`src/rtl/sram_like_arbiter.sv`:
```
// Two-port sram-like arbiter: inst and data ports share one master port.
// Data wins ties unless inst has waited STARVE_LIMIT consecutive data grants.
module sram_like_arbiter #(
  parameter int STARVE_LIMIT = 4
) (
  input  logic        clk,
  input  logic        rst,
  input  logic        inst_req,
  input  logic        inst_wr,
  input  logic [1:0]  inst_size,
  input  logic [31:0] inst_addr,
  input  logic [31:0] inst_wdata,
  output logic [31:0] inst_rdata,
  output logic        inst_addr_ok,
  output logic        inst_data_ok,
  input  logic        data_req,
  input  logic        data_wr,
  input  logic [1:0]  data_size,
  input  logic [31:0] data_addr,
  input  logic [31:0] data_wdata,
  output logic [31:0] data_rdata,
  output logic        data_addr_ok,
  output logic        data_data_ok,
  output logic        m_req,
  output logic        m_wr,
  output logic [1:0]  m_size,
  output logic [31:0] m_addr,
  output logic [31:0] m_wdata,
  input  logic [31:0] m_rdata,
  input  logic        m_addr_ok,
  input  logic        m_data_ok
);

  localparam int CW = $clog2(STARVE_LIMIT + 1);
  localparam logic [CW-1:0] LIM = CW'(STARVE_LIMIT);

  typedef enum logic [1:0] {IDLE, ADDR, DATA} state_t;

  state_t        state;
  logic          own_inst;
  logic [CW-1:0] starve_cnt;

  logic any_req;
  logic grant_inst;
  logic sel_inst;
  logic done;

  assign any_req    = inst_req | data_req;
  assign grant_inst = inst_req & (~data_req | (starve_cnt == LIM));
  // In IDLE the fresh winner steers the bus; afterwards the latched owner.
  assign sel_inst   = (state == IDLE) ? grant_inst : own_inst;

  assign m_req   = ~rst & (((state == IDLE) & any_req) | (state == ADDR));
  assign m_wr    = sel_inst ? inst_wr    : data_wr;
  assign m_size  = sel_inst ? inst_size  : data_size;
  assign m_addr  = sel_inst ? inst_addr  : data_addr;
  assign m_wdata = sel_inst ? inst_wdata : data_wdata;

  assign inst_addr_ok = m_req & m_addr_ok & sel_inst;
  assign data_addr_ok = m_req & m_addr_ok & ~sel_inst;

  assign done         = ~rst & (state == DATA) & m_data_ok;
  assign inst_data_ok = done & own_inst;
  assign data_data_ok = done & ~own_inst;

  assign inst_rdata = m_rdata;
  assign data_rdata = m_rdata;

  always_ff @(posedge clk) begin
    if (rst) begin
      state      <= IDLE;
      own_inst   <= 1'b1;
      starve_cnt <= '0;
    end else begin
      unique case (state)
        IDLE: begin
          if (any_req) begin
            own_inst <= grant_inst;
            if (grant_inst)
              starve_cnt <= '0;
            else if (inst_req && starve_cnt != LIM)
              starve_cnt <= starve_cnt + CW'(1);
            state <= m_addr_ok ? DATA : ADDR;
          end
        end
        ADDR: begin
          if (m_addr_ok)
            state <= DATA;
        end
        DATA: begin
          if (m_data_ok)
            state <= IDLE;
        end
        default: state <= IDLE;
      endcase
    end
  end

endmodule

```
`config.mk`:
```
export PLATFORM = sky130hd
export DESIGN_NAME = sram_like_arbiter
export DESIGN_NICKNAME = d
export VERILOG_FILES = /design/src/rtl/sram_like_arbiter.sv
export SDC_FILE = /design/constraint.sdc
export NUM_CORES = 1
export LEC_CHECK = 0
export BUFFER_PORTS_ARGS = -buffer_cell sky130_fd_sc_hd__buf_2
export CAP_MARGIN = 20
export CORE_AREA = 2 2 119 121
export DETAILED_ROUTE_END_ITERATION = 8
export DIE_AREA = 0 0 121 123
export PLACE_DENSITY_LB_ADDON = 0.05
export SYNTH_ARGS = -nofsm -noshare
export SYNTH_HDL_FRONTEND = slang
export SYNTH_SLANG_ARGS = --single-unit
```
`constraint.sdc`:
```
create_clock -name clk -period 2.7 [get_ports clk]
set_clock_uncertainty 0.05 [all_clocks]
set_input_delay 0.54 -clock clk [delete_from_list [all_inputs] [get_ports clk]]
set_output_delay 0.54 -clock clk [all_outputs]
set_load 0.1 [all_outputs]
```
; ---- After elaboration in Yosys (flattened, before gate mapping)
; Cells that the tools add are included.
[word_totals]
reg_bits = 6
inputBits = 172
out_inout_bits = 136
wordCells = 46
[classes]
addsub = 1
eq_ne = 7
mux = 12
bitwise = 17
n_reduce_logical = 6
[op_table]
columns = cell, n
row1 = 32-bit 2-to-1 mux, 2
row2 = 1-bit AND, 10
row3 = 2-bit 2-to-1 mux, 5
row4 = 3-bit 2-to-1 mux, 2
row5 = 2-bit inequality test (second input constant), 3
row6 = 2-bit case mux with 3 select lines, 1
row7 = 3-bit AND reduction, 2
row8 = 1-bit inverter, 4
row9 = 3-bit by 1-bit adder with 3-bit output (second input constant), 1
row10 = 3-bit equality test (second input constant), 1
row11 = 3-bit inequality test (second input constant), 1
row12 = 1-bit bitwise OR, 3
row13 = 2-bit by 1-bit equality test with 1-bit output (second input constant), 1
row14 = 2-bit equality test (second input constant), 1
row15 = 2-bit logical NOT, 1
row16 = 1-bit 2-to-1 mux, 2
row17 = 2-bit AND reduction, 1
row18 = 2-bit nonzero test, 1
row19 = 1-bit logical AND, 1

; ---- Depth between registers and ports, before layout
; Gate-level depths: netlist of run 1.
[depth]
word_depth = 6
mapped_depth = 7
ltp_nobuf = 5

; ---- Worst setup path before layout of run 1
; Ideal clock, no wire load.
[synth_timing]
path_kind = input to output
from = in rst
to = out inst_addr_ok
arrival_ps = 3930
required_ps = 2110
slack_ps = -1820
stages = 3
path_buffers = 1
path_cell_list = clkbuf_1 > nor3_1 > and3b_1
[synth_via]
elab_chain_len = 4
[synth_lines]
columns = element, line
row1 = "start, declared", 7  ; input logic rst,
row2 = 1-bit inverter, 53  ; assign m_req = ~rst & (((state == IDLE) & any_req) | (state == ADDR));
row3 = 1-bit AND, 53
row4 = via m_req, 24  ; output logic m_req,
row5 = 1-bit AND (2 in series), 59  ; assign inst_addr_ok = m_req & m_addr_ok & sel_inst;
row6 = "end, declared", 14  ; output logic inst_addr_ok,
; The timed path passes the listed nets, and every way through them passes these cells.

; ---- Worst setup path after layout of run 1
[layout_timing]
from = reg starve_cnt[1]
to = out m_wdata[26]
[layout_via]
elab_chain_len = 5
[layout_lines]
columns = element, line
row1 = "start, declared", 41  ; logic [CW-1:0] starve_cnt;
row2 = "start signal, assigned", 82  ; starve_cnt <= starve_cnt + CW'(1);
row3 = 3-bit equality test, 49  ; assign grant_inst = inst_req & (~data_req | (starve_cnt == LIM));
row4 = 1-bit bitwise OR, 49
row5 = 1-bit AND, 49
row6 = 1-bit 2-to-1 mux, 51  ; assign sel_inst = (state == IDLE) ? grant_inst : own_inst;
row7 = 32-bit 2-to-1 mux, 57  ; assign m_wdata = sel_inst ? inst_wdata : data_wdata;
row8 = "end, declared", 28  ; output logic [31:0] m_wdata,
; No other way between the ends.

==> results_dict.tcl, run 1 <==
set metrics [dict create \
    status "finished, final reports clean" \
    cp.arrival_ns 2.11 \
    r2r_cells 4 \
    antenna_left 0 \
    max-vdd-ir-drop_v 0.000281 \
    ys_ff_latch 6 \
    p_total_w 0.00225 \
    coreArea_mm2 0.0136 \
    grt.overflow.total 0 \
    pwr-share-seq_pct 4.7 \
    placementRows 43 \
    syn_inst 178 \
    fin_crit_ns 2.70 \
    grt_pass1_wl_mm 10.7 \
    antenna_found_initial 0 \
    endpoint_kind "primary output" \
    critical_path_buf_inv_count 5 \
    route.detailed.drc 0 \
    drive_gt1_share_pct 92.8 \
    worst_slew_pin_slew_ns 0.500 \
    ios 308 \
    portBuffers 211 \
    syn_nets 352 \
    clkPwrFrac_pct 10.6 \
    cts-root-buf "clkbuf_16" \
    rsz0062_at_grt "yes" \
    synth_seq_area_share_pct 7.19 \
    path_class "reg2out" \
    slowest_delay_ns 0.34 \
    ys_types 28 \
    path_delay_family "buffers and inverters" \
    first_pass_iters 3 \
    clkLatencyLatePin_ns 0.23 \
    final_max_slew_viol_count 0 \
    cp_max_fo 8 \
    drt-wirelength-per-cell_um 15.1 \
    dieHeight_um 123 \
    power_density_mw_per_mm2 634 \
    setup_viol 0 \
    drt_iter0_markers 28 \
    layout_common_cells "buf_2 (142), buf_6 (43), mux2_2 (42), buf_12 (32), mux2_4 (25)" \
    diodes 0 \
    routabilityCongestion 0.709 \
    area_growth_pct 112 \
    swShare_pct 57.1 \
    clock_path_buffers 2 \
    power_frac_comb_pct 84.6 \
    p_leak_nw 1.77 \
    critPathLaunchType "register" \
    cts.sinks 6 \
    layout_commonest_cell "buf_2" \
    fin_tns_setup_ns 0 \
    whs_ns 0.487 \
    hp-class "in2reg" \
    final.period_utilization_pct 99.9 \
    die_width_um 121 \
    p_int_w 0.000964 \
    crit_slowest_cell "dfxtp_2" \
    die_area_mm2 0.0149 \
    crit_required_ns 2.11 \
    power_switching_w 0.00128 \
    worst_hold_path.num_cells 2 \
    fmax_mhz 371 \
    hold_violations 0 \
    path_clk_slew_ns 0.03 \
    path_cells "inv_2 > ha_4 > a21bo_4 > a21oi_4 > buf_6 > buf_12 > buf_12 > mux2_4 > buf_12" \
    numCtsBuffers 3 \
    dr_total_vias 1839 \
    placed_area_mm2 0.00273 \
    ys_warn_count 0 \
    vias_per_cell 3.58 \
    cap_violations 0 \
    netlist_area_mm2 0.00167 \
    grt_pass1_vias 1948 \
    start_util_pct 12.3 \
    synth_area_per_cell_um2 9.39 \
    postLayoutCoreUtil_pct 26.1 \
    hpwlAfterDp_mm 6.08 \
    track_usage_pct 9.34 \
    nNetsFinal 509 \
    cts_tree "yes" \
    drt-total-wl_mm 7.75 \
    h-tree-depth 1 \
    maxSlewHeadroom_pct 66.9 \
    grt_max_degree 26 \
    crit_cells 9 \
    critPathMostFrequentCell "buf_12" \
    fin_area_mm2 0.00355 \
]
==> registers in the layout, summed over array words and instances (netlist names) <==
register and flops:
own_inst 1, state 2, starve_cnt 3
==> final timing paths <==
check | startpoint | endpoint | slack [ns]
setup / recovery | starve_cnt[1]$_SDFFE_PP0P_ | m_wdata[26] | 0.003
hold / removal | m_addr_ok | state[0]$_SDFFE_PP0P_ | 0.49
setup reg to reg | state[1]$_SDFFE_PP0P_ | own_inst$_SDFFE_PP1P_ | 1.24
hold reg to reg | starve_cnt[2]$_SDFFE_PP0P_ | starve_cnt[2]$_SDFFE_PP0P_ | 0.51
==> metrics by stage <==
stage	cells	worst slack (ns)
floorplan	178	-0.137
global placement	501	0.0552
detailed placement	501	0.0403
CTS	511	-0.00948
global route	513	-0.0641
finish	513	0.00317
==> synthesized netlist by cell type <==
master    number  area [µm²]
o21a_1         1        7.51
mux2_4         8         120
and3b_1        1        8.76
nor4bb_1       1        10.0
nor3b_4        1        18.8
inv_1          2        7.51
dfxtp_1        6         120
and2_1         1        6.26
a21oi_1        1        5.00
nor2_1         2        7.51
buf_2          7        35.0
and3_1         1        6.26
ha_1           2        25.0
mux2i_1        1        10.0
a21bo_2        1        10.0
clkbuf_1       1        3.75
nor4b_1        1        8.76
a211o_1        1        8.76
buf_4         64         480
nand2_1        2        7.51
xnor2_1        2        17.5
a21oi_2        1        8.76
buf_6          2        22.5
mux2_2        59         664
or3b_2         1        8.76
nor4_1         2        12.5
nor3_1         5        25.0
o21ai_0        1        5.00
==> per-layer routing <==
metal	GRT usage, %	routed length, µm
met3	2.81	728
met5	0	0
met4	2.83	163
met1	10.4	2800
met2	17.1	4050
==> power by group through the flow <==
stage	logic [W]	registers, W	clock network (W)
2_1_floorplan	0.00168	0.000101	0
3_3_place_gp	0.00157	0.000107	0
3_5_place_dp	0.00157	0.000107	0
4_1_cts	0.00188	0.000106	0.000243
5_1_grt	0.00196	0.000107	0.000246
6_report	0.00190	0.000106	0.000239
==> what timing repair did <==
item,in CTS,in global routing
hold buffers,0,0
pin swaps,2,3
cloned,3,2
endpoints found under the setup margin,66,38
gates resized for setup,159,12
buffers inserted,4,1
==> cell type report <==
class | instances | area, µm²
multi-input cells | 96 | 1140
repair buffers | 226 | 1980
clock buffers | 3 | 75.1
well taps | 180 | 225
flip-flops and latches | 6 | 123
inverters | 2 | 7.51
fillers | 1504 | 10100
==> logic make-up (layout without fill, tap and decap cells) <==
family,count (synthesis),count (layout),synth area share (%)
adders and majority gates,2,2,1.50
xor gates and xnor gates,2,2,1.05
AOI/OAI and AO/OA,6,6,2.69
muxes,68,68,47.5
and+or+nand+nor,18,18,7.19
buffers and inverters,76,231,32.9
DFF,6,6,7.19
No activity file was read; power rests on OpenSTA's default activity.
==> run 2, diff against run 1 <==
--- a/config.mk
+++ b/config.mk
@@ -5,12 +5,13 @@
 export SDC_FILE = /design/constraint.sdc
 export NUM_CORES = 1
 export LEC_CHECK = 0
-export BUFFER_PORTS_ARGS = -buffer_cell sky130_fd_sc_hd__buf_2
-export CAP_MARGIN = 20
+export BUFFER_PORTS_ARGS = -buffer_cell sky130_fd_sc_hd__buf_4
+export CAP_MARGIN = 40
 export CORE_AREA = 2 2 119 121
 export DETAILED_ROUTE_END_ITERATION = 8
 export DIE_AREA = 0 0 121 123
 export PLACE_DENSITY_LB_ADDON = 0.05
+export SETUP_SLACK_MARGIN = 0.15
 export SYNTH_ARGS = -nofsm -noshare
 export SYNTH_HDL_FRONTEND = slang
 export SYNTH_SLANG_ARGS = --single-unit
==> results_dict.tcl, run 2 (synthesis gave the netlist of run 1 again) <==
set metrics [dict create \
    status "finished, final reports clean" \
    vias_per_cell 3.74 \
    grt_pass1_wl_mm 12.3 \
    placed_area_mm2 0.00310 \
    fmax_mhz 376 \
    cp.arrival_ns 2.07 \
    setup_slack_ns 0.0384 \
    critPathMostFrequentCell "buf_12" \
    cts-hold-fix-buffers 0 \
    p_leak_nw 2.21 \
    fin_area_mm2 0.00442 \
    layout.area.seq_um2 123 \
    critPathLaunchType "register" \
    dr_total_vias 1950 \
    nFillCells 1403 \
    track_usage_pct 10.8 \
    diodes 0 \
    crit_required_ns 2.11 \
    nNetsFinal 518 \
    multi_input_area_mm2 0.00126 \
    final.period_utilization_pct 98.6 \
    drt-wirelength-per-cell_um 17.0 \
    p_total_w 0.00255 \
    final_max_slew_viol_count 0 \
    cts_tree "yes" \
    cts-root-buf "clkbuf_16" \
    rsz0062_at_grt "yes" \
    path_class "reg2out" \
    path_cells "inv_2 > ha_4 > a21bo_4 > a21oi_4 > buf_12 > buf_6 > buf_16 > mux2_4 > buf_12" \
    h-tree-depth 1 \
    antenna_left 0 \
    dp_slack_ns 0.0809 \
    grt_max_degree 19 \
    die_area_mm2 0.0149 \
    power_density_mw_per_mm2 577 \
    path_clk_slew_ns 0.04 \
    numCtsBuffers 3 \
    die_width_um 121 \
    layout_common_cells "buf_4 (151), buf_12 (64), mux2_4 (58), mux2_2 (9), buf_6 (9)" \
    rrSetupSlack_ns 1.31 \
    worst_slew_pin_slew_ns 0.481 \
    cap_violations 0 \
    top_register "starve_cnt" \
    drive_gt1_share_pct 93.3 \
    placementRows 43 \
    hpwlAfterDp_mm 7.20 \
    top_regs "starve_cnt: 3 flops, state: 2 flops, own_inst: 1 flops" \
    setup_viol 0 \
    drt-total-wl_mm 8.87 \
    cp_max_fo 8 \
    final_cells 522 \
    grt_pass1_vias 2095 \
    fin_crit_ns 2.66 \
    endpoint_kind "primary output" \
    largest_reg_flops 3 \
    hold_violations 0 \
    antenna_found_initial 0 \
    start_util_pct 12.3 \
    cts.sinks 6 \
    routabilityCongestion 0.708 \
    max-vdd-ir-drop_v 0.000242 \
    layout_commonest_cell "buf_4" \
    first_pass_iters 3 \
    clock_path_buffers 2 \
    dieHeight_um 123 \
    clkLatencyLatePin_ns 0.23 \
    portBuffers 211 \
    fin_tns_setup_ns 0 \
    hp-class "in2reg" \
    slowest_delay_ns 0.32 \
    coreArea_mm2 0.0136 \
    maxSlewHeadroom_pct 67.7 \
    route.detailed.drc 0 \
    crit_slowest_cell "dfxtp_2" \
    area_growth_pct 165 \
    ios 308 \
    dp_cells 503 \
    grt.overflow.total 0 \
    drt_iter0_markers 42 \
]
==> run 2: cell count changes in the layout (fill, tap and decap cells not counted), sizes merged <==
cell,change
clkbuf,-1
buf,+10
==> run 2: per-layer routing <==
metal,routed length (µm),track usage (%),vias to the layer above
met2,5020,21.3,157
met1,2690,10.4,903
met5,0,0,-
li1,-,-,882
met4,105,1.96,0
met3,1050,4.66,8
==> run 2: final timing paths <==
kind,start,to,cells after the start
worst max-delay path,starve_cnt[1]$_SDFFE_PP0P_,m_wdata[3],9
worst min-delay path,m_addr_ok,state[0]$_SDFFE_PP0P_,2
worst max register to register,starve_cnt[1]$_SDFFE_PP0P_,own_inst$_SDFFE_PP1P_,5
worst min register to register,starve_cnt[2]$_SDFFE_PP0P_,starve_cnt[2]$_SDFFE_PP0P_,2
==> run 2: per-stage QoR <==
stage / utilization, % / hold WS (ns)
5_1_grt: 32.5 / 0.457
4_1_cts: 28.0 / 0.449
6_report: 32.5 / 0.449
3_5_place_dp: 22.8 / 0.505
3_3_place_gp: 22.8 / 0.487
2_1_floorplan: - / 0.462
==> run 2: final cells by class <==
class,count,area share (%)
inverter,2,0.170
multi-input combinational,96,28.6
timing repair buffer,235,61.7
clock buffer,3,1.70
tap,180,5.09
sequential,6,2.77
==> run 2: critical path, delay by kind of cell, from the launching register on <==
family	cells	cell delay [ns]
AOI/OAI and AO/OA	2	0.41
adders and majority gates	1	0.15
buffers and inverters	5	0.63
DFF	1	0.32
muxes	1	0.32
==> run 2: power by group <==
group	total [W]	leakage (nW)	switching, W	internal [W]
sequential	0.000104	0.0501	0.00000795	0.0000960
combinational	0.00220	2.12	0.00128	0.000929
clock	0.000242	0.0370	0.0000516	0.000190
==> run 2: repair_timing <==
| action | CTS | global route |
|---|---|---|
| pin swaps | 1 | 3 |
| endpoints found under the setup margin | 69 | 69 |
| gates resized for setup | 123 | 137 |
| setup buffers | 10 | 2 |
| gates cloned | 3 | 1 |
==> run 3, diff against run 2 <==
--- a/config.mk
+++ b/config.mk
@@ -10,7 +10,7 @@
 export CORE_AREA = 2 2 119 121
 export DETAILED_ROUTE_END_ITERATION = 8
 export DIE_AREA = 0 0 121 123
-export PLACE_DENSITY_LB_ADDON = 0.05
+export PLACE_DENSITY = 0.49
 export SETUP_SLACK_MARGIN = 0.15
 export SYNTH_ARGS = -nofsm -noshare
 export SYNTH_HDL_FRONTEND = slang
==> results_dict.tcl, run 3 (synthesis gave the netlist of run 1 again) <==
set metrics [dict create \
    multi_input_area_mm2 0.00123 \
    diodes 0 \
    placementRows 43 \
    grt_max_degree 20 \
    layout_common_cells "buf_4 (145), buf_12 (52), mux2_4 (50), buf_6 (19), mux2_2 (17)" \
    r2r_cells 5 \
    first_pass_iters 4 \
    start_util_pct 12.3 \
    grt_pass1_wl_mm 12.4 \
    cp_max_fo 8 \
    fin_crit_ns 2.59 \
    path_clk_slew_ns 0.03 \
    cts-hold-fix-buffers 0 \
    worst_hold_path.num_cells 2 \
    coreArea_mm2 0.0136 \
    swShare_pct 53.4 \
    grt_pass1_vias 2148 \
    rsz0062_at_grt "yes" \
    antenna_left 0 \
    maxSlewHeadroom_pct 64.9 \
    layout.area.seq_um2 125 \
    hold-path-endpoint "state[0]$_SDFFE_PP0P_" \
    drt-wirelength-per-cell_um 17.1 \
    route.detailed.drc 0 \
    cts.sinks 6 \
    crit_required_ns 2.11 \
    status "finished, final reports clean" \
    top_register "starve_cnt" \
    antenna_found_initial 0 \
    clock_path_buffers 2 \
    rrSetupSlack_ns 1.34 \
    pwr-share-seq_pct 4.3 \
    endpoint_kind "primary output" \
    power_switching_w 0.00133 \
    largest_reg_flops 3 \
    max-vdd-ir-drop_v 0.000244 \
    fmax_mhz 386 \
    grt.overflow.total 0 \
    worst_slew_pin_slew_ns 0.522 \
    h-tree-depth 1 \
    portBuffers 211 \
    postLayoutCoreUtil_pct 31.3 \
    cts-root-buf "clkbuf_16" \
    drt-total-wl_mm 8.79 \
    nFillCells 1375 \
    ios 308 \
    min_from "m_addr_ok" \
    p_total_w 0.00250 \
    hpwlAfterDp_mm 6.39 \
    p_leak_nw 2.11 \
    clkLatencyLatePin_ns 0.23 \
    die_area_mm2 0.0149 \
    drt_iter0_markers 9 \
    worstReg2RegStart "starve_cnt[1]$_SDFFE_PP0P_" \
    critPathLaunchType "register" \
    hp-class "in2reg" \
    fin_tns_setup_ns 0 \
    track_usage_pct 11.0 \
    dr_total_vias 1897 \
    hold_violations 0 \
    nNetsFinal 510 \
    cap_violations 0 \
    p_int_w 0.00116 \
    numCtsBuffers 3 \
    final_max_slew_viol_count 0 \
    routabilityCongestion 0.734 \
    die_width_um 121 \
    reg2reg_to "own_inst$_SDFFE_PP1P_" \
    vias_per_cell 3.69 \
    drive_gt1_share_pct 93.7 \
    power_density_mw_per_mm2 586 \
    setup_viol 0 \
    final.period_utilization_pct 95.9 \
    layout_commonest_cell "buf_4" \
    cp.arrival_ns 2.00 \
    path_class "reg2out" \
    top_regs "starve_cnt: 3 flops, state: 2 flops, own_inst: 1 flops" \
    power_frac_comb_pct 86.1 \
    clkPwrFrac_pct 9.6 \
    cts_tree "yes" \
    dieHeight_um 123 \
    area_growth_pct 155 \
]
[run 3: layout make-up]
cell class | count | share of cell area, %
Timing Repair Buffer | 227 | 60.9
Multi-Input combinational cell | 96 | 29.0
Tap cell | 180 | 5.29
Sequential cell | 6 | 2.94
Clock buffer | 3 | 1.76
Inverter | 2 | 0.176
[run 3: through the flow]
step	area [µm²]	worst slack, ns	hold WS, ns	instances
2_1_floorplan	1740	-0.0920	0.462	178
3_3_place_gp	3030	0.100	0.477	497
3_5_place_dp	3030	0.0888	0.502	497
4_1_cts	4220	0.114	0.454	513
5_1_grt	4260	0.0404	0.461	514
6_report	4260	0.110	0.449	514
[run 3: metal layers]
metal	vias up	global-route usage, %	part of all wire [%]
met2	168	21.5	56
met3	10	2.95	9.5
met5	-	0	0
met4	0	1.96	0.65
li1	870	-	-
met1	849	12.0	34
[run 3: power by group through the flow]
stage	logic [W]	clock network, W	registers, W
final	0.00215	0.000240	0.000108
after global routing	0.00221	0.000253	0.000109
after CTS	0.00214	0.000244	0.000108
after detailed placement	0.00162	0	0.000109
after global placement	0.00162	0	0.000108
after floorplan	0.00168	0	0.000101
[run 3: critical path, stage by stage (launching register included)]
cell     delay [ns]
dfxtp_2        0.33
inv_2          0.04
ha_4           0.15
a21bo_4        0.21
a21oi_4        0.14
buf_12         0.14
buf_8          0.12
buf_12         0.14
mux2_4         0.33
buf_12         0.17
[run 3: how the worst max path moves through the flow]
stage,start,to,slack (ns)
after floorplan,rst,inst_addr_ok,-0.09
after global placement,data_req,m_addr[21],0.10
after detailed placement,data_req,m_addr[21],0.09
after CTS,starve_cnt[0]$_SDFFE_PP0P_,m_addr[30],0.11
after global routing,starve_cnt[1]$_SDFFE_PP0P_,m_wdata[15],0.04
final,starve_cnt[1]$_SDFFE_PP0P_,m_wdata[13],0.11
[run 3: timing repair]
action,4_1_cts,5_1_grt
endpoints found under the hold margin,0,0
cloned,6,1
setup buffers,7,0
gates resized for setup,225,3
pin swaps,4,0
endpoints found under the setup margin,69,69
